`config.mk`:
```
export PLATFORM = sky130hd
export DESIGN_NAME = spi_slave_rx
export DESIGN_NICKNAME = d
export VERILOG_FILES = /design/src/rtl/spi_pkg.sv /design/src/rtl/spi_sync.sv /design/src/rtl/spi_slave_rx.sv
export SDC_FILE = /design/constraint.sdc
export NUM_CORES = 1
export LEC_CHECK = 0
export CAP_MARGIN = 20
export CORE_ASPECT_RATIO = 0.5
export CORE_UTILIZATION = 50
export CTS_BUF_LIST = sky130_fd_sc_hd__clkbuf_2 sky130_fd_sc_hd__clkbuf_4 sky130_fd_sc_hd__clkbuf_8
export DETAILED_ROUTE_END_ITERATION = 7
export PLACE_DENSITY = 0.78
export REMOVE_ABC_BUFFERS = 1
export SETUP_SLACK_MARGIN = 0.1
export SYNTH_ARGS = -nofsm -noshare
export SYNTH_HDL_FRONTEND = slang
export SYNTH_SLANG_ARGS = --single-unit
```
`constraint.sdc`:
```
create_clock -name clk -period 1.5 [get_ports clk]
set_input_delay 0.15 -clock clk [delete_from_list [all_inputs] [get_ports clk]]
set_output_delay 0.15 -clock clk [all_outputs]
set_load 0.01 [all_outputs]
```
`src/rtl/spi_pkg.sv`:
```
// Shared types and defaults for the SPI slave receiver and its synchroniser.
package spi_pkg;

  typedef enum logic {
    IDLE  = 1'b0,
    SHIFT = 1'b1
  } spi_state_e;

  localparam int              SPI_DW         = 8;
  localparam logic [SPI_DW-1:0] SPI_DEFAULT_TX = 8'h00;

endpackage

```
`src/rtl/spi_sync.sv`:
```
// Multi-stage flop chain bringing asynchronous SPI pins into the clk domain.
module spi_sync
  import spi_pkg::*;
#(
  parameter int               WIDTH   = 3,
  parameter int               STAGES  = 2,
  parameter logic [WIDTH-1:0] RST_VAL = '0
) (
  input  logic             clk,
  input  logic             rst_n,
  input  logic [WIDTH-1:0] d,
  output logic [WIDTH-1:0] q
);

  logic [WIDTH-1:0] chain [STAGES];

  // Reset to the bus idle levels so no false edge is seen on release.
  always_ff @(posedge clk or negedge rst_n) begin
    if (!rst_n) begin
      for (int i = 0; i < STAGES; i++) chain[i] <= RST_VAL;
    end else begin
      chain[0] <= d;
      for (int i = 1; i < STAGES; i++) chain[i] <= chain[i-1];
    end
  end

  assign q = chain[STAGES-1];

endmodule

```
`src/rtl/spi_slave_rx.sv`:
```
// SPI mode-0 slave, MSB first, oversampled in the clk domain.
// Build option SPI_SLAVE_MISO_TRISTATE_EN releases miso to z while deselected.
//
// state | meaning
// IDLE  | deselected; miso at idle value; waiting for ss_n to fall
// SHIFT | selected; mosi shifted in on sck rise, miso shifted out on sck fall
module spi_slave_rx
  import spi_pkg::*;
#(
  parameter int            DW          = SPI_DW,
  parameter logic [DW-1:0] DEFAULT_TX  = DW'(SPI_DEFAULT_TX),
  parameter int            SYNC_STAGES = 2
) (
  input  logic          clk,
  input  logic          rst_n,
  input  logic          sck,
  input  logic          ss_n,
  input  logic          mosi,
  output logic          miso,
  input  logic [DW-1:0] tx_data,
  input  logic          tx_valid,
  output logic          tx_ready,
  output logic [DW-1:0] rx_data,
  output logic          rx_valid,
  output logic          busy
);

  localparam int            CW       = (DW > 1) ? $clog2(DW) : 1;
  localparam logic [CW-1:0] CNT_LAST = CW'(DW - 1);

  logic [2:0] pins_s;
  logic       sck_d, sck_dd, ss_d, ss_dd, mosi_d;
  logic       sck_rise, sck_fall, ss_fall, ss_rise;

  spi_state_e    state, state_nxt;
  logic [CW-1:0] bit_cnt, cnt_nxt;
  logic [DW-1:0] rx_shift, rx_nxt, tx_shift, tx_nxt, rx_data_nxt;
  logic [DW-1:0] load_word, rx_word;
  logic          reload, reload_nxt, miso_q, miso_nxt, tx_ready_nxt, rx_valid_nxt;

  spi_sync #(
    .WIDTH  (3),
    .STAGES (SYNC_STAGES),
    .RST_VAL(3'b010)
  ) u_sync (
    .clk  (clk),
    .rst_n(rst_n),
    .d    ({mosi, ss_n, sck}),
    .q    (pins_s)
  );

  // One extra stage so mosi stays aligned with the sck edge strobe.
  always_ff @(posedge clk or negedge rst_n) begin
    if (!rst_n) begin
      sck_d  <= 1'b0;
      sck_dd <= 1'b0;
      ss_d   <= 1'b1;
      ss_dd  <= 1'b1;
      mosi_d <= 1'b0;
    end else begin
      sck_d  <= pins_s[0];
      sck_dd <= sck_d;
      ss_d   <= pins_s[1];
      ss_dd  <= ss_d;
      mosi_d <= pins_s[2];
    end
  end

  assign sck_rise  = sck_d & ~sck_dd;
  assign sck_fall  = ~sck_d & sck_dd;
  assign ss_fall   = ~ss_d & ss_dd;
  assign ss_rise   = ss_d & ~ss_dd;
  assign load_word = tx_valid ? tx_data : DEFAULT_TX;

  always_ff @(posedge clk or negedge rst_n) begin
    if (!rst_n) begin
      state    <= IDLE;
      bit_cnt  <= '0;
      rx_shift <= '0;
      tx_shift <= '0;
      reload   <= 1'b0;
      miso_q   <= 1'b0;
      tx_ready <= 1'b0;
      rx_data  <= '0;
      rx_valid <= 1'b0;
    end else begin
      state    <= state_nxt;
      bit_cnt  <= cnt_nxt;
      rx_shift <= rx_nxt;
      tx_shift <= tx_nxt;
      reload   <= reload_nxt;
      miso_q   <= miso_nxt;
      tx_ready <= tx_ready_nxt;
      rx_data  <= rx_data_nxt;
      rx_valid <= rx_valid_nxt;
    end
  end

  always_comb begin
    state_nxt    = state;
    cnt_nxt      = bit_cnt;
    rx_nxt       = rx_shift;
    tx_nxt       = tx_shift;
    reload_nxt   = reload;
    miso_nxt     = miso_q;
    tx_ready_nxt = 1'b0;
    rx_valid_nxt = 1'b0;
    rx_data_nxt  = rx_data;
    rx_word      = {rx_shift[DW-2:0], mosi_d};
    case (state)
      IDLE: begin
        miso_nxt = 1'b0;
        if (ss_fall) begin
          tx_nxt       = load_word;
          tx_ready_nxt = 1'b1;
          miso_nxt     = load_word[DW-1];
          cnt_nxt      = '0;
          state_nxt    = SHIFT;
        end
      end
      SHIFT: begin
        // Deselect beats a coincident sck edge; the partial word is dropped.
        if (ss_rise) begin
          state_nxt  = IDLE;
          cnt_nxt    = '0;
          rx_nxt     = '0;
          reload_nxt = 1'b0;
          miso_nxt   = 1'b0;
        end else if (sck_rise) begin
          rx_nxt = rx_word;
          if (bit_cnt == CNT_LAST) begin
            rx_data_nxt  = rx_word;
            rx_valid_nxt = 1'b1;
            cnt_nxt      = '0;
            reload_nxt   = 1'b1;
          end else begin
            cnt_nxt = bit_cnt + 1'b1;
          end
        end else if (sck_fall) begin
          if (reload) begin
            tx_nxt       = load_word;
            tx_ready_nxt = 1'b1;
            reload_nxt   = 1'b0;
          end else begin
            tx_nxt = {tx_shift[DW-2:0], 1'b0};
          end
          miso_nxt = tx_nxt[DW-1];
        end
      end
      default: state_nxt = IDLE;
    endcase
  end

  assign busy = (state == SHIFT);

`ifdef SPI_SLAVE_MISO_TRISTATE_EN
  assign miso = (state == SHIFT) ? miso_q : 1'bz;
`else
  assign miso = miso_q;
`endif

endmodule

```
# == After elaboration in Yosys (flattened, before gate mapping) ==
# Index checks and enable logic that the tools add are counted.
# word_totals
output_inout_bits,12
input_bits,14
reg_bits,41
wordCells,79
# op_classes
n_addsub,1
bitwise_logic,10
n_eq_ne,9
reduce_logical,8
mux,35
# ops
cell,n
2-to-1 mux 7 bit,6
2-to-1 mux 1 bit,18
2-to-1 mux 8 bit,2
one-hot mux 7 bit (2 select lines),1
2-to-1 mux 3 bit,4
!= test 3 bit (second input constant),3
!= test 2 bit (second input constant),4
AND reduction 4 bit,2
inverter 1 bit,6
one-hot mux 1 bit (2 select lines),3
one-hot mux 3 bit (2 select lines),1
AND reduction 2 bit,3
bitwise AND 1 bit,4
adder 3 x 1 -> 3 bit (second input constant),1
equality test 3 bit (second input constant),1
!= test 3 x 1 -> 1 bit (second input constant),1
AND reduction 3 bit,1
nonzero test 3 bit,1
nonzero test 2 bit,1

# == Logic depth before layout (Yosys ltp) ==
# logic_depth
word_depth,6
depth_mapped,5
depth_no_buf,5

# == Cells and area by module ==
# From an unflattened synthesis, not the netlist that was laid out.
# unflattened
cells_unflattened,144
area_unflattened_um2,1750.4
# by_module_without_submodules
module,seq_area_each_um2,instances,cells_per_inst,area_per_inst_um2
spi_slave_rx,878.3,1,135,1575.3
spi_sync,152.6,1,9,175.2

# == Worst setup path after synthesis ==
# No wires, ideal clock.
# synth_path
path_type,reg2reg
from,register sck_d
to,register tx_shift[0]
n_path_buf,0
period_less_slack_ps,1509
setup_slack_ps,-9
stages_incl_launch_ff,6
arrival_time_ps,1385
setup_time_ps,125
cell_sequence,dfrtp_1 > inv_1 > ha_1 > nor2b_1 > a31oi_4 > mux2_2
# synth_between
elab_chain_len,4
# synth_lines
item,line,rtl
start: declaration,spi_slave_rx.sv:32,"logic sck_d, sck_dd, ss_d, ss_dd, mosi_d;"
start signal: assignment,spi_slave_rx.sv:61,sck_d <= pins_s[0];
inverter 1 bit,spi_slave_rx.sv:70,assign sck_fall = ~sck_d & sck_dd;
bitwise AND 1 bit,spi_slave_rx.sv:70,
!= test 2 bit (no source line),--,
AND reduction 4 bit (no source line) *,--,
end signal: assignment,spi_slave_rx.sv:90,tx_shift <= tx_nxt;
end: declaration,spi_slave_rx.sv:37,"logic [DW-1:0] rx_shift, rx_nxt, tx_shift, tx_nxt, rx_data_nxt;"
# Every way passes the cells marked *; elsewhere a longest branch is shown, timed or not.
# A chain may end at the register's enable or synchronous reset.

# == Worst setup path after layout ==
# layout_path
from,register sck_d
to,register tx_shift[5]
# Same word-level chain as after synthesis.

==> metrics.txt <==
status=finished, violations left; failing checks=DRC; Clock Latency Late Sink=290 ps; number of diodes=0; R2R depth=6; Final #Nets=202; met2 Track Usage GR=31.4%; DRC Markers=2; Worst-Margin Slew=454 ps; share of layout cells above drive strength 1=35.3%; die width=84.9 um; Reg-to-Reg End=tx_shift[5]; Root Buffer=clkbuf_8; Clock Skew=4.24 ps; clock buffer count from CTS=5; met1 Usage GRT=28.7%; clock sinks=41; R2R setup slack=10 ps; Global Route met3 Usage=5.33%; final setup vio count=0; most frequent cell after synthesis=dfrtp_1; Die Height=43.4 um; drt total wl=3780 um; Pleak=0.00115 uW; post-synthesis cell count=136; Reg clk slew, reported paths=80 ps; die area=3690 um^2; post-synthesis cell area=1720 um^2; # rows=14; FF-to-FF Start=sck_d; Final ANT Viol Nets=0; Overall Global Routing Usage=20.1%; CP arrival=1670 ps; Slew Limit Fails=0; number of max-cap violations=0; post-layout util=77.8%; Final WS setup=9.51 ps; post-synthesis sequential area ratio=60.1%; grt total ovfl=0; placed insts=210; detailed-route wire length per cell=16.9 um; share of the synthesized area in the top cell type=53.9%; crit path kind=reg -> reg; ys async rst share=100%; DR iter-0 viols=91; # port buffers=25; num ports=26; DP Worst Slack=-105 ps; antenna violations before repair=0; Mapped Avg Cell Area=12.6 um^2; EDFF count, synth=0; vias in the first global route=1186; number of iterations in the first detailed-routing pass=6; ys flop type=dfrtp_1; CP startpoint kind=flip-flop; Buf/Inv on CP=2; Required @ worst endpoint=1680 ps; largest net degree at the start of global routing=23; ranking of synthesized cells by area=dfrtp_1, mux2_2, dfstp_2; post-synth top area cell=dfrtp_1; post-DP HPWL=2200 um; Tcrit/Tclk final=99.4%; Worst path max stage delay=420 ps; final hold vios=0; Placeable Area=3140 um^2; RD Place Congestion=0.833; CP Depth=6; most frequent cells after synthesis=dfrtp_1, mux2_2, nand2_1; post-synthesis register bit count=41; element type at the critical path end=flip-flop; power density over the cells=1110 nW/um^2; first-pass GRT wire length=5600 um; crit-path cells=inv_2, ha_4, nor2b_4, a31oi_4, buf_6, mux2_2; Vias per Instance=5.53; CTS HTree Levels=2; Area Growth Syn to Fin=42.1%; top cell family by delay on the critical path=flip-flops; Max Root-Sink Buffers=2; CP Capture Point=tx_shift[5]; non-filler instance count after layout=224; CP Max Fanout=4; vias=1239; maximum VDD drop=0.616 mV; min Tclk post-route=1490 ps; Worst Setup SP=sck_d; distinct cell type count after synthesis=29; Top Usage Layer GRT=met2; multi-input logic area=754 um^2; Max Freq=671 MHz; Initial Utilization=54.7%; FF/Latch Area=1030 um^2; Worst slew margin=69.7%; HP Class=in -> reg; Ys Warns=0; CTS tree=built; RSZ-0062 raised after global routing=true; hold_sp=ss_n; # fillers=170; slowest cell on the critical path=dfrtp_2
## cells in the final DEF (no fill, tap or decap), types with 2 or more instances in the layout
master / instances
a22o_1: 8
mux2_4: 11
buf_12: 2
inv_2: 2
dfrtp_2: 2
ha_4: 3
buf_6: 7
a211oi_1: 2
clkbuf_8: 6
nand2_1: 12
dfrtp_1: 35
buf_4: 11
clkdlybuf4s50_1: 22
o21ai_0: 9
mux2_2: 4
a21oi_1: 5
nand3_1: 2
inv_1: 4
dfstp_2: 4
nand3b_1: 6
nor2_1: 4
## worst reg2reg max path: cells and delay by family (launching register included)
kind	cells	cell delay (ps)
AOI/OAI and AO/OA	1	150
adders and majority gates	1	160
buffers and inverters	2	200
muxes	1	320
DFF	1	420
and+or+nand+nor	1	130
## worst min path at each step
stage	endpoint	slack, ps	depth (start not counted)
6_report	u_sync.chain[4]	260	1
5_1_grt	u_sync.chain[4]	270	1
4_1_cts	u_sync.chain[4]	250	1
3_5_place_dp	u_sync.q[2]	130	1
3_3_place_gp	u_sync.q[2]	120	1
2_1_floorplan	bit_cnt[0]	-150	0
## area by class of cell
cell class / instances / share of cell area, %
Clock buffer: 6 / 3.39
Clock inverter: 2 / 1.54
Inverter: 6 / 0.924
Multi-Input combinational cell: 83 / 30.9
Sequential cell: 41 / 42.4
Tap cell: 40 / 2.05
Timing Repair Buffer: 46 / 18.8
## layer usage
metal  vias up  part of all wire, %
met5         -                    0
met4         0                  3.0
met3        12                  4.8
met2        40                   46
met1       615                   46
li1        572                    -
## registers in the layout (all words and copies together) (netlist names), 3 cells and up
signal	count
tx_shift	7
bit_cnt	3
u_sync.chain	3
rx_shift	7
u_sync.q	3
rx_data	8
## power by group
group	internal, uW	switching [uW]
combinational	268	204
clock	541	378
sequential	1230	77.9
total	2040	660
## kinds of logic (layout without fill, tap and decap cells)
| family | after synthesis | after routing | share of synthesized area (%) |
|---|---|---|---|
| flip-flops | 41 | 41 | 60.1 |
| AND/OR/NAND/NOR | 34 | 34 | 11.2 |
| AO/OA/AOI/OAI | 29 | 29 | 12.1 |
| multiplexers | 15 | 15 | 9.84 |
| buffers and inverters | 12 | 60 | 3.21 |
| adder cells (fa/ha/maj) | 5 | 5 | 3.64 |
## through the flow
| step | TNS (ps) | area, um^2 | power [uW] | hold WS, ps |
|---|---|---|---|---|
| after detailed placement | -935 | 2120 | 1710 | 127 |
| final | 0 | 2440 | 2700 | 257 |
| after floorplan | -378 | 1680 | 1520 | -146 |
| after CTS | 0 | 2300 | 2660 | 254 |
| after global routing | -308 | 2440 | 2830 | 269 |
| after global placement | -834 | 2120 | 1690 | 121 |
## timing repair
action,CTS,global route
endpoints found under the setup margin,25,25
endpoints found under the hold margin,19,0
resized for setup,13,28
hold buffers,1,0
pin swaps,2,3
setup buffers,3,2
gates cloned,0,0
Power figures use the tool's default switching activity.
